### src/rtl/sequential_left_shifter.sv
// Multi-cycle signed arithmetic left shifter, one bit per clock, with overflow
// detection and optional saturation under a start/done handshake.
module sequential_left_shifter #(
    parameter int N        = 8,
    parameter int SW       = 3,
    parameter int SATURATE = 0
) (
    input  logic          clk,
    input  logic          rst,
    input  logic          start,
    input  logic [N-1:0]  input_data,
    input  logic [SW-1:0] shamt,
    output logic          busy,
    output logic          done,
    output logic [N-1:0]  shifted_result,
    output logic          overflow
);

    typedef enum logic [1:0] {IDLE, SHIFT, DONE} state_t;

    localparam logic [SW-1:0] CNT_ONE = SW'(1);
    localparam logic [N-1:0]  MAX_POS = {1'b0, {(N-1){1'b1}}};
    localparam logic [N-1:0]  MIN_NEG = {1'b1, {(N-1){1'b0}}};

    state_t        state;
    logic [N-1:0]  work_reg;
    logic          sign_reg;
    logic          ovf;
    logic [SW-1:0] cnt;

    logic [N-1:0]  work_next;
    logic          ovf_next;

    // The final shift step feeds the result registers directly, so outputs are
    // valid in the very cycle DONE is entered.
    assign work_next = {work_reg[N-2:0], 1'b0};
    assign ovf_next  = ovf | (work_reg[N-1] ^ work_reg[N-2]);

    function automatic logic [N-1:0] finalize(input logic [N-1:0] w,
                                              input logic         s,
                                              input logic         o);
        if (SATURATE != 0 && o)
            return s ? MIN_NEG : MAX_POS;
        return w;
    endfunction

    // NOTE: all state here uses non-blocking assignments so every register
    // samples pre-edge values; blocking would chain work_reg into ovf.
    always_ff @(posedge clk or posedge rst) begin
        if (rst) begin
            state          <= IDLE;
            work_reg       <= '0;
            sign_reg       <= 1'b0;
            ovf            <= 1'b0;
            cnt            <= '0;
            busy           <= 1'b0;
            done           <= 1'b0;
            shifted_result <= '0;
            overflow       <= 1'b0;
        end else begin
            case (state)
                IDLE: begin
                    done <= 1'b0;
                    if (start) begin
                        work_reg <= input_data;
                        sign_reg <= input_data[N-1];
                        ovf      <= 1'b0;
                        cnt      <= shamt;
                        busy     <= 1'b1;
                        if (shamt == '0) begin
                            state          <= DONE;
                            done           <= 1'b1;
                            shifted_result <= input_data;
                            overflow       <= 1'b0;
                        end else begin
                            state <= SHIFT;
                        end
                    end
                end
                SHIFT: begin
                    work_reg <= work_next;
                    ovf      <= ovf_next;
                    cnt      <= cnt - CNT_ONE;
                    if (cnt == CNT_ONE) begin
                        state          <= DONE;
                        done           <= 1'b1;
                        shifted_result <= finalize(work_next, sign_reg, ovf_next);
                        overflow       <= ovf_next;
                    end
                end
                DONE: begin
                    done  <= 1'b0;
                    busy  <= 1'b0;
                    state <= IDLE;
                end
                default: begin
                    done  <= 1'b0;
                    busy  <= 1'b0;
                    state <= IDLE;
                end
            endcase
        end
    end

endmodule
### config.mk
export PLATFORM = sky130hd
export DESIGN_NAME = sequential_left_shifter
export DESIGN_NICKNAME = d
export VERILOG_FILES = /design/src/rtl/sequential_left_shifter.sv
export SDC_FILE = /design/constraint.sdc
export NUM_CORES = 1
export LEC_CHECK = 0
export BUFFER_PORTS_ARGS = -buffer_cell sky130_fd_sc_hd__buf_2
export CAP_MARGIN = 15
export CORE_AREA = 2 2 55 57
export CTS_CLUSTER_SIZE = 14
export DETAILED_ROUTE_END_ITERATION = 8
export DIE_AREA = 0 0 57 59
export GPL_ROUTABILITY_DRIVEN = 0
export PLACE_DENSITY = 0.7
export SYNTH_ARGS = -nofsm -noshare
export SYNTH_HDL_FRONTEND = slang
export SYNTH_SLANG_ARGS = --single-unit
export TNS_END_PERCENT = 20
### constraint.sdc
create_clock -name clk -period 1.8 [get_ports clk]
set_input_delay 0 -clock clk [delete_from_list [all_inputs] [get_ports clk]]
set_output_delay 0 -clock clk [all_outputs]
set_load 0.01 [all_outputs]
Word level (Yosys, flattened, before mapping). Index checks and enable logic that the tools add are counted.

Register bits after elaboration: 25. Output and inout port bits: 11.

Bitwise gates (word level): 3. Reductions and logical operators: 7. Equal/unequal tests: 5. Add/sub/neg operators: 1. Multiplexer cells: 24.

Operator list (count): $mux 8 (4); $pmux 8 s2 (2); $mux 1 (8); $pmux 1 s2 (4); $mux 2 (3); $ne 2x2->1 const B (3); $pmux 3 s2 (1); $reduce_and 2->1 (3); $pmux 2 s2 (1); $reduce_and 4->1 (1); $eq 3x1->1 const B (1); $logic_not 3->1 (1); $mux 3 (1); $sub 3x1->3 const B (1); $eq 2x1->1 const B (1); $logic_not 2->1 (1); $reduce_bool 2->1 (1); $not 1->1 (1); $or 1x1->1 (1); $xor 1x1->1 (1).

Longest topological paths before layout.
Depth in word-level cells: 4. Depth in mapped cells: 5. Mapped depth without buffers: 5.

Least setup slack after synthesis. OpenSTA, ideal clock, no wires.

Kind: reg-to-reg. Start: register state[0]. End: register shifted_result[1]. Cell stages (with the launch flop): 6. Setup time: 0.123 ns. Setup slack: 0.241 ns. Data required time: 1.677 ns. Data arrival time: 1.436 ns. Path through: dfrtp_1 > buf_2 > or3b_4 > or2_0 > buf_2 > o221a_1.

Longest elaborated chain between the ends: 3. Elaborated cells between the ends (all ways): 8.

RTL lines: start: declaration (RTL line 25) `state_t state;`; start signal: assignment (RTL line 51) `state <= IDLE;`; start signal: assignment (RTL line 71) `state <= DONE;`; start signal: assignment (RTL line 76) `state <= SHIFT;`; $eq 2x1->1 or $logic_not 2->1 (tied branches) (RTL line 61) `case (state)`; $ne 2x2->1 (no line) or $reduce_bool 2->1 (tied branches); $reduce_and 4->1 (no line); end signal: assignment (RTL line 73) `shifted_result <= input_data;`; end signal: assignment (RTL line 87) `shifted_result <= finalize(work_next, sign_reg, ovf_next);`; end: declaration (RTL line 15) `output logic [N-1:0] shifted_result,`.

Several ways; a longest one is shown, not always the timed one. A chain may end at the register's enable or synchronous reset.

Worst setup path in the final report.
Start: input shamt[2]. End: register shifted_result[4].

Longest elaborated chain between the ends: 3.

RTL lines: start: declaration (RTL line 12) `input logic [SW-1:0] shamt,`; $logic_not 3->1 (RTL line 70) `if (shamt == '0) begin`; $ne 2x2->1 (no line); $reduce_and 4->1 (no line).

No other way between the ends.

==> run_results.csv <==
group,metric,value,unit
run_status,outcome,"completed",
synth,synth-edff-count,0,
sta,whs,0.0212,ns
synth,yosysUniqueCellTypes,29,
synth,synth_top_cells_by_area,"dfrtp_1, o21ai_0, o221a_1, a22oi_1, nand2b_1",
floorplan,die_h,59,um
critical_path,critPathRequiredTime,2.03,ns
synth,synth_top_area_share,52.3,%
critical_path,cp-end-kind,"register",
global_routing,grtUsageTotal,17.5,%
synth,synth-main-ff-cell,"dfrtp_1",
clock_network,cts_max_path_buffers,2,
synth,netlist_top_cells_count,"dfrtp_1, o21ai_0, nand2_1",
pwr,power.leakage,0.672,nW
sta,finalSetupViolCount,0,
pwr,combPwrFrac,47.7,%
critical_path,reg2reg_to,"shifted_result[4]",
floorplan,num_io_pins,25,
synth,synth_top_family_by_area,"compound AO/OA/AOI/OAI gates",
worst_hold_path,hold_start,"shamt[0]",
synth,synth_adder_area_share,2.09,%
finish,multiInputGateArea,512,um2
synth,syn_avg_cell_area,10.2,um2
floorplan,num_rows,19,
pwr,p_switching,0.000937,W
floorplan,die_x,57,um
clock_network,postCtsSetupRepairBufs,0,
clock_network,root_buffer,"clkbuf_4",
drt,antenna_left,0,
synth,synthSimpleGateAreaFrac,13.3,%
clock_network,clk_latency,0.32,ns
clock_network,clock_sinks,25,
floorplan,initial_core_util,44.1,%
critical_path,critical_path_class,"in2reg",
global_routing,grt_max_degree,26,
finish,layout.area.seq,626,um2
drt,vias,993,
drt,dr.pass1.iters,4,
placed_design,portBuffers,24,
synth,yosysMostFrequentCell,"dfrtp_1",
worst_hold_path,hold_depth,3,
clock_network,cts_buffers,3,
synth,syn_inst,117,
clock_network,cts_hold_buf,11,
drt,avgRoutedWirePerCell,14.5,um
worst_hold_path,min_path_type,"in2reg",
sta,max_slew_margin,63.6,%
critical_path,reg2reg_from,"state[0]",
clock_network,cts.clk_slew.worst_paths,0.15,ns
finish,nFillCells,257,
drt,first_iter_violations,38,
pwr,sw_frac_of_total,39.2,%
clock_network,cts-htree-levels,1,
floorplan,dieArea,3360,um2
finish,finalNetCount,171,
global_routing,grt_overflow_total,0,
global_routing,antenna_found_initial,0,
synth,synth_nets,133,
synth,async_reset_ff_share,100,%
global_routing,grt_pass1_vias,973,
synth,synth_area_leader_cell,"dfrtp_1",
sta,fin_worst_skew,0.00815,ns
sta,worstMarginPinSlew,0.546,ns
clock_network,tritoncts,"done",
pwr,clock_power_share,10.9,%
sta,fin_tns_setup,0,ns
critical_path,reg2reg_depth,4,
sta,finalHoldViolCount,0,
synth,synth-xor-area-share,0.732,%
clock_network,ctsResizeCount,0,
critical_path,critPathLaunchType,"primary input",
floorplan,coreArea,2710,um2
synth,synth_seq_area_share,52.3,%
synth,synth_compound_area_share,26.7,%
finish,drive_gt1_share,23.4,%
critical_path,critPathMaxFanout,9,
drt,via_per_inst,5.37,
drt,drc_errors,0,
synth,syn_area,1200,um2
synth,yosysWarningCount,0,
sta,maxSlewViolCount,0,
run,cap_viol_max_count,0,
sta,rsz0062_at_grt,"no",
sta,fmax,598,MHz
pwr,seqPwrFrac,41.4,%
drt,wl,2680,um
pwr,ir_drop,772,uV
finish,synthToLayoutAreaGrowth,25.7,%
worst_hold_path,hold_end,"cnt[0]",
sta,fin_crit_sh,93.0,%
synth,synthMuxAreaShare,0,%
finish,n_antenna_cell,0,
critical_path,crit_arrival,1.90,ns
synth,synth-seq-cells,25,
sta,fin_crit,1.67,ns
placed_design,hpwl,1870,um
global_routing,grt_pass1_wl,4610,um
critical_path,reg2reg_setup_slack,0.14,ns
pwr,intPower,0.00146,W
pwr,powerDensity,1590,nW/um2
==> stage by stage <==
step	power, W	cell area, um2	worst slack, ns	std cells	utilization, %
floorplan	0.00176	1200	0.241	117	-
global placement	0.00209	1360	0.227	170	50.3
detailed placement	0.00214	1360	0.172	170	50.3
CTS	0.00241	1500	0.150	185	55.5
global route	0.00262	1500	0.0572	185	55.5
finish	0.00239	1500	0.127	185	55.5
==> power by group through the flow <==
stage | registers [W] | logic (W) | clock network [W]
after detailed placement | 0.00100 | 0.00113 | 0
final | 0.000990 | 0.00114 | 0.000262
after global placement | 0.000992 | 0.00110 | 0
after CTS | 0.000990 | 0.00115 | 0.000266
after global routing | 0.00103 | 0.00130 | 0.000291
after floorplan | 0.00102 | 0.000736 | 0
==> routing by layer <==
layer | vias up | global-route usage (%) | wire [um]
li1 | 497 | - | -
met1 | 472 | 24.6 | 1240
met2 | 22 | 28.2 | 1310
met3 | 2 | 2.18 | 108
met4 | 0 | 6.31 | 16
met5 | - | 0 | 0
==> final cells by class <==
class,instances,area share [%]
Sequential cell,25,41.6
Inverter,8,2.00
Multi-Input combinational cell,77,34.0
Clock inverter,1,0.499
Clock buffer,3,1.50
Timing Repair Buffer,40,17.8
Tap cell,31,2.58
==> logic make-up (layout without fill, tap and decap cells) <==
logic type	Yosys count	count (layout)
flops	25	25
xor+xnor	1	1
compound gates	46	46
simple gates	28	28
buf+inv	15	52
fa+ha+maj	2	2
==> worst max path at each step <==
stage                         from                end
final                     shamt[2]  shifted_result[4]
after global routing        cnt[1]  shifted_result[4]
after CTS                 state[0]  shifted_result[4]
after detailed placement  state[0]  shifted_result[3]
after global placement    state[1]  shifted_result[6]
after floorplan           state[0]  shifted_result[1]
==> placed cells by master, fill, tap and decap left out <==
cell / n
a2bb2oi_1: 1
or4bb_1: 1
o21a_1: 1
nor2_1: 2
nor2b_1: 2
nand2b_1: 8
o22ai_1: 1
a22oi_1: 7
and4bb_2: 1
clkbuf_4: 3
o21bai_1: 1
nand2_1: 11
buf_2: 24
o21ai_2: 1
o21ai_0: 16
dfrtp_1: 25
xor2_1: 1
or3b_4: 1
or2_0: 1
a31oi_1: 1
a21oi_1: 6
o211ai_1: 1
ha_1: 2
or3_1: 1
dlygate4sd3_1: 11
a21o_1: 1
o31a_1: 1
a32oi_1: 1
buf_4: 5
inv_1: 8
clkinvlp_4: 1
o221a_1: 7
==> critical path: stages <==
cell	delay, ns
dlygate4sd3_1	0.54
buf_2	0.13
or3_1	0.45
or2_0	0.44
o221a_1	0.33
No activity file was read; power rests on OpenSTA's default activity.
